`src/rtl/vdp_pkg.sv`:
```
// Shared widths, FSM encoding and access descriptor for the VDP VRAM access path.
package vdp_pkg;
  localparam int VRAM_AW = 14;
  localparam int VRAM_DW = 8;

  localparam logic [1:0] CMD_RD = 2'b00;
  localparam logic [1:0] CMD_WR = 2'b01;

  typedef enum logic [1:0] {
    ST_IDLE = 2'd0,
    ST_REQ  = 2'd1,
    ST_WAIT = 2'd2,
    ST_CAPT = 2'd3
  } vram_st_e;

  typedef struct packed {
    logic               wr;
    logic [VRAM_AW-1:0] addr;
    logic [VRAM_DW-1:0] wdata;
  } vram_acc_t;
endpackage

```
`src/rtl/vdp_cpu_port.sv`:
```
// TMS9918-style CPU side: control byte toggle, auto-increment address,
// read-ahead latch, single queued VRAM access and register writes.
module vdp_cpu_port
  import vdp_pkg::*;
(
  input  logic               clk40m,
  input  logic               rst,
  input  logic               cpu_data_wr,
  input  logic               cpu_data_rd,
  input  logic               cpu_ctrl_wr,
  input  logic               cpu_status_rd,
  input  logic [7:0]         cpu_wdata,
  input  logic               gnt,
  input  logic               done,
  input  logic [VRAM_DW-1:0] rdata,
  output logic               pend,
  output vram_acc_t          acc,
  output logic [7:0]         cpu_rdata,
  output logic               cpu_busy,
  output logic               cpu_overrun,
  output logic               reg_wr,
  output logic [2:0]         reg_num,
  output logic [7:0]         reg_data
);
  logic               toggle;
  logic [7:0]         lo;
  logic [VRAM_AW-1:0] addr;
  logic [VRAM_AW-1:0] ctrl_addr;

  assign ctrl_addr = {cpu_wdata[5:0], lo};

  always_ff @(posedge clk40m) begin
    if (rst) begin
      toggle      <= 1'b0;
      lo          <= '0;
      addr        <= '0;
      pend        <= 1'b0;
      acc         <= '0;
      cpu_rdata   <= '0;
      cpu_busy    <= 1'b0;
      cpu_overrun <= 1'b0;
      reg_wr      <= 1'b0;
      reg_num     <= '0;
      reg_data    <= '0;
    end else begin
      cpu_overrun <= 1'b0;
      reg_wr      <= 1'b0;
      if (gnt) pend <= 1'b0;
      if (done) begin
        cpu_busy <= 1'b0;
        if (!acc.wr) cpu_rdata <= rdata;
      end
      if (cpu_ctrl_wr) begin
        if (!toggle) begin
          lo     <= cpu_wdata;
          toggle <= 1'b1;
        end else begin
          toggle <= 1'b0;
          if (cpu_wdata[7]) begin
            reg_wr   <= 1'b1;
            reg_num  <= cpu_wdata[2:0];
            reg_data <= lo;
          end else if (cpu_wdata[7:6] == CMD_WR) begin
            addr <= ctrl_addr;
          end else if (cpu_wdata[7:6] == CMD_RD) begin
            // Read setup while busy keeps the in-flight access; only A moves.
            if (cpu_busy) begin
              addr        <= ctrl_addr;
              cpu_overrun <= 1'b1;
            end else begin
              addr     <= ctrl_addr + 1'b1;
              pend     <= 1'b1;
              cpu_busy <= 1'b1;
              acc.wr   <= 1'b0;
              acc.addr <= ctrl_addr;
            end
          end
        end
      end else if (cpu_data_wr || cpu_data_rd) begin
        toggle <= 1'b0;
        if (cpu_busy) begin
          cpu_overrun <= 1'b1;
        end else begin
          pend     <= 1'b1;
          cpu_busy <= 1'b1;
          acc.wr   <= cpu_data_wr;
          acc.addr <= addr;
          addr     <= addr + 1'b1;
          if (cpu_data_wr) begin
            acc.wdata <= cpu_wdata;
            cpu_rdata <= cpu_wdata;
          end
        end
      end else if (cpu_status_rd) begin
        toggle <= 1'b0;
      end
    end
  end
endmodule

```
`src/rtl/vdp_vram_master.sv`:
```
// VRAM port initiator: arbitrates display fetch and CPU port onto a
// single-strobe SRAM controller interface (IDLE -> REQ -> WAIT -> CAPT).
module vdp_vram_master
  import vdp_pkg::*;
#(
  parameter int DISP_BURST = 4
) (
  input  logic               clk40m,
  input  logic               rst,
  input  logic               cpu_data_wr,
  input  logic               cpu_data_rd,
  input  logic               cpu_ctrl_wr,
  input  logic               cpu_status_rd,
  input  logic [7:0]         cpu_wdata,
  output logic [7:0]         cpu_rdata,
  output logic               cpu_busy,
  output logic               cpu_overrun,
  output logic               reg_wr,
  output logic [2:0]         reg_num,
  output logic [7:0]         reg_data,
  input  logic               disp_req,
  input  logic [VRAM_AW-1:0] disp_addr,
  output logic               disp_ack,
  output logic [VRAM_DW-1:0] disp_rdata,
  output logic               vram_req,
  output logic               vram_wr,
  input  logic               vram_ack,
  output logic [VRAM_AW-1:0] vram_addr,
  output logic [VRAM_DW-1:0] vram_wdata,
  input  logic [VRAM_DW-1:0] vram_rdata
);
  localparam int BCW = $clog2(DISP_BURST + 1);

  vram_st_e       state, state_nx;
  vram_acc_t      cpu_acc;
  logic           cpu_pend, gnt_disp, gnt_cpu, cur_cpu;
  logic           cpu_done, disp_done, burst_full;
  logic [BCW-1:0] burst;

  vdp_cpu_port u_cpu (
    .clk40m        (clk40m),
    .rst           (rst),
    .cpu_data_wr   (cpu_data_wr),
    .cpu_data_rd   (cpu_data_rd),
    .cpu_ctrl_wr   (cpu_ctrl_wr),
    .cpu_status_rd (cpu_status_rd),
    .cpu_wdata     (cpu_wdata),
    .gnt           (gnt_cpu),
    .done          (cpu_done),
    .rdata         (vram_rdata),
    .pend          (cpu_pend),
    .acc           (cpu_acc),
    .cpu_rdata     (cpu_rdata),
    .cpu_busy      (cpu_busy),
    .cpu_overrun   (cpu_overrun),
    .reg_wr        (reg_wr),
    .reg_num       (reg_num),
    .reg_data      (reg_data)
  );

  assign burst_full = (burst == BCW'(DISP_BURST));

  always_ff @(posedge clk40m) begin
    if (rst) state <= ST_IDLE;
    else     state <= state_nx;
  end

  // The disp_ack cycle grants nobody: a display client that re-requests at
  // once must get its chance, otherwise the CPU would take every slot after
  // a display ack and the burst limit would never come into play.
  always_comb begin
    state_nx = state;
    gnt_disp = 1'b0;
    gnt_cpu  = 1'b0;
    unique case (state)
      ST_IDLE: begin
        if (!disp_ack) begin
          if (disp_req && !(cpu_pend && burst_full)) gnt_disp = 1'b1;
          else if (cpu_pend)                         gnt_cpu  = 1'b1;
        end
        if (gnt_disp || gnt_cpu) state_nx = ST_REQ;
      end
      ST_REQ:  state_nx = ST_WAIT;
      ST_WAIT: if (vram_ack) state_nx = ST_CAPT;
      ST_CAPT: state_nx = ST_IDLE;
      default: state_nx = ST_IDLE;
    endcase
  end

  always_comb begin
    cpu_done  = (state == ST_CAPT) &&  cur_cpu;
    disp_done = (state == ST_CAPT) && !cur_cpu;
  end

  always_ff @(posedge clk40m) begin
    if (rst) begin
      vram_req   <= 1'b0;
      vram_wr    <= 1'b0;
      vram_addr  <= '0;
      vram_wdata <= '0;
      disp_ack   <= 1'b0;
      disp_rdata <= '0;
      cur_cpu    <= 1'b0;
      burst      <= '0;
    end else begin
      vram_req <= gnt_disp || gnt_cpu;
      disp_ack <= disp_done;
      if (disp_done) disp_rdata <= vram_rdata;
      if (gnt_disp) begin
        vram_wr   <= 1'b0;
        vram_addr <= disp_addr;
        cur_cpu   <= 1'b0;
        if (cpu_pend && !burst_full) burst <= burst + 1'b1;
      end
      if (gnt_cpu) begin
        vram_wr    <= cpu_acc.wr;
        vram_addr  <= cpu_acc.addr;
        vram_wdata <= cpu_acc.wdata;
        cur_cpu    <= 1'b1;
        burst      <= '0;
      end
    end
  end
endmodule

```
`config.mk`:
```
export PLATFORM = sky130hd
export DESIGN_NAME = vdp_vram_master
export DESIGN_NICKNAME = d
export VERILOG_FILES = /design/src/rtl/vdp_pkg.sv /design/src/rtl/vdp_cpu_port.sv /design/src/rtl/vdp_vram_master.sv
export SDC_FILE = /design/constraint.sdc
export NUM_CORES = 1
export LEC_CHECK = 0
export BUFFER_PORTS_ARGS = -buffer_cell sky130_fd_sc_hd__buf_2
export CAP_MARGIN = 20
export CORE_UTILIZATION = 45
export CTS_CLUSTER_SIZE = 14
export DETAILED_ROUTE_END_ITERATION = 8
export PLACE_DENSITY = 0.78
export REMOVE_ABC_BUFFERS = 1
export SYNTH_ARGS = -nofsm -noshare
export SYNTH_HDL_FRONTEND = slang
export SYNTH_SLANG_ARGS = --single-unit
```
`constraint.sdc`:
```
create_clock -name clk40m -period 2.1 [get_ports clk40m]
set_clock_uncertainty 0.1 [all_clocks]
set_input_delay 0.42 -clock clk40m [delete_from_list [all_inputs] [get_ports clk40m]]
set_output_delay 0.42 -clock clk40m [all_outputs]
set_load 0.05 [all_outputs]
```
# Word level (Yosys, flattened, before mapping)
# Index checks and enable logic that the tools add are counted.
# op_classes
bitwise	3
n_addsub	3
reduce_logical	25
mux	68
eq_ne	14
# ops
cell	n
14-bit 2-to-1 mux	10
15-bit 2-to-1 mux	6
8-bit 2-to-1 mux	7
23-bit 2-to-1 mux	2
1-bit 2-to-1 mux	40
14-bit by 1-bit adder with 14-bit output (second input constant)	2
2-bit inequality test (second input constant)	5
2-bit case mux with 4 select lines	1
7-bit AND reduction	1
2-bit AND reduction	3
1-bit logical AND	5
5-bit AND reduction	1
2-bit by 1-bit equality test with 1-bit output (second input constant)	2
2-bit equality test (second input constant)	2
2-bit logical NOT	2
2-bit 2-to-1 mux	2
2-bit by 1-bit inequality test with 1-bit output (second input constant)	2
4-bit inequality test (second input constant)	1
4-bit AND reduction	1
2-bit nonzero test	2
3-bit by 1-bit adder with 3-bit output (second input constant)	1
3-bit equality test (second input constant)	1
1-bit logical NOT	3
1-bit logical OR	3
6 further kinds	8
# word_totals
input_bits	38
regBits	108
word_cells	135

# Logic depth before layout (Yosys ltp)
# logic_depth
word_depth	15
mapped_depth	8
ltp_nobuf	7

# Cells and area by module
# From an unflattened synthesis, not the netlist that was laid out.
# unflattened
hier_cells	625
hier_area_um2	5198.7
# modules_own_cells
module	area_each_um2	n_inst	cells_each
vdp_cpu_port	3288.2	1	410
vdp_vram_master	1910.6	1	215

# Worst setup path after synthesis
# Ideal clock, no wire load.
# synth_timing
path_type	flip-flop to flip-flop
startpoint	register u_cpu.cpu_busy
endpoint	register u_cpu.addr[10]
setup_time_ns	0.133
path_slack_ns	0.178
period_less_slack_ns	1.922
t_arrival_ns	1.690
stages_incl_launch_ff	7
n_path_buf	2
cell_sequence	dfxtp_1 > buf_2 > or2_4 > o21a_1 > buf_2 > a221oi_1 > a31oi_1
# synth_between
elab_chain_len	6
elab_cells_between_ends	8
# synth_rtl
item	line_no	rtl
from (decl)	vdp_cpu_port.sv:19	output logic cpu_busy,
from (signal assigned)	vdp_cpu_port.sv:40	cpu_busy <= 1'b0;
from (signal assigned)	vdp_cpu_port.sv:50	cpu_busy <= 1'b0;
from (signal assigned)	vdp_cpu_port.sv:73	cpu_busy <= 1'b1;
14-bit 2-to-1 mux	vdp_cpu_port.sv:67	if (cpu_busy) begin
14-bit 2-to-1 mux	vdp_cpu_port.sv:65	end else if (cpu_wdata[7:6] == CMD_RD) begin
14-bit 2-to-1 mux	vdp_cpu_port.sv:63	end else if (cpu_wdata[7:6] == CMD_WR) begin
14-bit 2-to-1 mux	vdp_cpu_port.sv:59	if (cpu_wdata[7]) begin
14-bit 2-to-1 mux	vdp_cpu_port.sv:54	if (!toggle) begin
14-bit 2-to-1 mux	vdp_cpu_port.sv:53	if (cpu_ctrl_wr) begin
to (signal assigned)	vdp_cpu_port.sv:64	addr <= ctrl_addr;
to (signal assigned)	vdp_cpu_port.sv:68	addr <= ctrl_addr;
to (signal assigned)	vdp_cpu_port.sv:71	addr <= ctrl_addr + 1'b1;
to (decl)	vdp_cpu_port.sv:27	logic [VRAM_AW-1:0] addr;
# Several ways; a longest one is shown, not always the timed one. The select of a mux whose other input is x is not followed.
# A chain may end at the register's enable or synchronous reset.

# Worst setup path after layout
# layout_timing
startpoint	register state[0]
endpoint	register burst[0]
# layout_between
elab_chain_len	3
elab_cells_between_ends	5
# layout_rtl
item	line_no	rtl
from (decl)	vdp_vram_master.sv:34	vram_st_e state, state_nx;
from (signal assigned)	vdp_vram_master.sv:65	else state <= state_nx;
2-bit logical NOT *	vdp_vram_master.sv:75	unique case (state)
1-bit 2-to-1 mux	vdp_vram_master.sv:75	
2-bit AND reduction (no source line) / 2-bit OR reduction (equally long branches)	--	
to (signal assigned)	vdp_vram_master.sv:113	if (cpu_pend && !burst_full) burst <= burst + 1'b1;
to (decl)	vdp_vram_master.sv:38	logic [BCW-1:0] burst;
# Mark *: on every way between the ends. The rest lies on a longest branch, timed or not.

==> flow_summary_export.csv <==
group,metric,value,unit
placement,place_ws,-80.48,ps
finish,layout-drive-gt1-share,22.24,%
placement,hpwl,8937,um
worst_setup_path,start_kind,"flip-flop",
power_and_ir_drop,internal-power,3.119,mW
synth,dominantRegCellSynth,"dfxtp_1",
sta,grt_setup_unrepaired,"yes",
sta,setup_viol,0,
worst_setup_path,cp.arrival,2030,ps
worst_setup_path,path_cells,"inv_1 > ha_1 > nand2b_1 > nor3_2 > buf_4 > nand3_1 > xnor2_1 > nor3_1",
synth,yosys.area.top_type,"dfxtp_1",
synth,avgSynthCellArea,8.123,um2
finish,num_antenna_cells,0,
synth,async_reset_ff_share,0,%
detailed_routing,firstDrtPassIters,5,
clock_network,cts.sinks,108,
clock_network,clock_latency,370,ps
sta,finalSetupTns,0,ps
clock_network,root_buffer,"clkbuf_8",
grt,grt_pass1_vias,4140,
placement,place_inst,799,
floorplanning,die-area,11340,um2
run_status,status,"completed",
finish,nets,719,
placement,io_buffers,92,
power_and_ir_drop,pwr-share-comb,23.9,%
floorplanning,die_w,106.5,um
sta,slew_violations,0,
sta,timing.final.crit_share,90.50,%
power_and_ir_drop,p_leak,2.215,nW
grt,antenna_found_initial,0,
synth,synth_top_area_share,43.99,%
power_and_ir_drop,power.total,4.793,mW
synth,synth.cell_area,4915,um2
grt,grt_pass1_wl,20290,um
sta,slew_headroom,38.04,%
power_and_ir_drop,pwr-share-seq,48.5,%
sta,period_minus_slack,1900,ps
clock_network,clockBufferDepth,2,
clock_network,cts_buffers,9,
placement,placed_cell_area,5480,um2
synth,yosys_register_bits,108,
floorplanning,start_util,46.97,%
worst_setup_path,cp_slowest_cell,"dfxtp_1",
synth,netlist_top_cells_count,"nand2_1, dfxtp_1, a21oi_1",
grt,globalRouteTotalUtil,22.41,%
worst_setup_path,max_stage_delay,340,ps
synth,synth_edf_count,0,
finish,num-fill-cells,1018,
synth,seq_area_frac_synth,43.99,%
detailed_routing,totalWireLength,12310,um
power_and_ir_drop,clkPwrFrac,27.5,%
clock_network,tritoncts,"done",
finish,stdcell_area,5697,um2
detailed_routing,drt_iter0_drc,372,
clock_network,post-cts-setup-buffers,0,
synth,yosysMostFrequentCell,"nand2_1",
finish,multi_input_area,2521,um2
floorplanning,ios,93,
worst_hold_path,hold_class,"in -> reg",
clock_network,cts_hold_buf,0,
synth,yosysWarningCount,0,
worst_setup_path,crit_required,2230,ps
synth,synth_cells,605,
clock_network,clkSlewWorstSetupHoldPaths,110,ps
detailed_routing,viasPerCell,5.545,
floorplanning,rows,37,
placement,gp_congestion,0.8599,
worst_setup_path,worstSetupPathType,"reg -> reg",
finish,stdcell_count,815,
sta,hold_viol_final,0,
detailed_routing,final_antenna_net_count,0,
synth,post_synth_num_cell_types,62,
detailed_routing,drc,0,
power_and_ir_drop,p_sw,1.675,mW
worst_setup_path,critical-path-top-delay-family,"simple AND/OR/NAND/NOR gates",
finish,utilization,54.45,%
grt,overflow,0,
finish,seq_area,2162,um2
worst_setup_path,critPathMaxFanout,16,
flow_run,cap_violations,0,
detailed_routing,wl_per_cell,15.11,um
sta,clock.fmax,526.2,MHz
worst_setup_path,path_buf_inv,2,
synth,ys_top_cells_by_area,"dfxtp_1, nand2_1, a21oi_1, a22oi_1, nor2_1",
grt,grt_max_degree,58,
power_and_ir_drop,ir_drop,0.4926,mV
power_and_ir_drop,p_per_area,841.4,nW/um2
sta,holdWs,184.8,ps
worst_setup_path,end_kind,"flip-flop",
sta,worst_slack,199.5,ps
sta,worst_pin_slew,919.7,ps
floorplanning,die_y,106.5,um
clock_network,cts_max_level,3,
finish,areaGrowthSynthToFinish,15.91,%
clock_network,ctsResizeCount,1,
power_and_ir_drop,netSwitchingFraction,34.93,%
floorplanning,fp.coreArea,10460,um2
detailed_routing,vias,4519,
-- worst paths after layout --
path                                    start            end  slack (ps)  cells past startpoint
worst max-delay path                 state[0]       burst[0]         200                      8
worst min-delay path            vram_rdata[6]  disp_rdata[6]         180                      3
worst max register to register       state[0]       burst[0]         200                      8
worst min register to register   vram_addr[9]   vram_addr[9]         360                      2
-- worst reg2reg max path: stages (launching register included) --
cell and delay [ps]:
dfxtp_1 340, inv_1 80, ha_1 190, nand2b_1 160, nor3_2 250, buf_4 250
nand3_1 160, xnor2_1 190, nor3_1 60
-- registers in the layout (all words and copies together) (netlist names), 8 cells and up --
signal,cells
disp_rdata,8
vram_wdata,8
u_cpu.reg_data,8
u_cpu.cpu_rdata,8
vram_addr,14
u_cpu.lo,8
u_cpu.acc,23
u_cpu.addr,14
-- logic make-up after synthesis --
logic type,count (synthesis),synth area share [%]
multiplexers,9,2.037
AO/OA/AOI/OAI,165,21.51
XOR/XNOR,13,2.317
flip-flops,108,43.99
adder cells (fa/ha/maj),7,1.782
AND/OR/NAND/NOR,245,23.37
buffers and inverters,58,4.990
-- layout make-up --
class / instances / share of cell area [%]
clock buffers: 9 / 2.174
clock inverters: 7 / 1.428
inverters: 8 / 0.5271
multi-input cells: 439 / 44.26
flip-flops and latches: 108 / 37.95
well taps: 136 / 2.987
repair buffers: 108 / 10.67
-- power groups by stage --
stage	clock (mW)	sequential (mW)	combinational [mW]
floorplan	0	2.69	0.449
global placement	0	2.36	1.11
finish	1.32	2.33	1.15
detailed placement	0	2.37	1.14
global route	1.45	2.35	1.25
CTS	1.36	2.33	1.15
-- cell usage in the layout (no fill, tap or decap), drive strengths merged, types with 8 or more instances in the layout --
cell    Yosys  final
clkbuf     29      9
dfxtp     108    108
inv         8     11
xor2       10     10
o21ai       9      9
mux2        8      8
nand3      12     12
buf        21    108
nor2       45     45
nand2     126    126
a22oi      29     29
a211oi     14     14
nor3       13     13
a21oi      81     81
nand4       8      8
-- routing by layer --
layer	global-route usage (%)	vias to the layer above	part of all wire, %
met5	0	-	0
met4	5.773	0	1.2
met3	4.905	12	6.3
met2	36.50	156	46
met1	30.00	2092	47
li1	-	2259	-
Note: power is estimated with default switching activity, not from simulation.
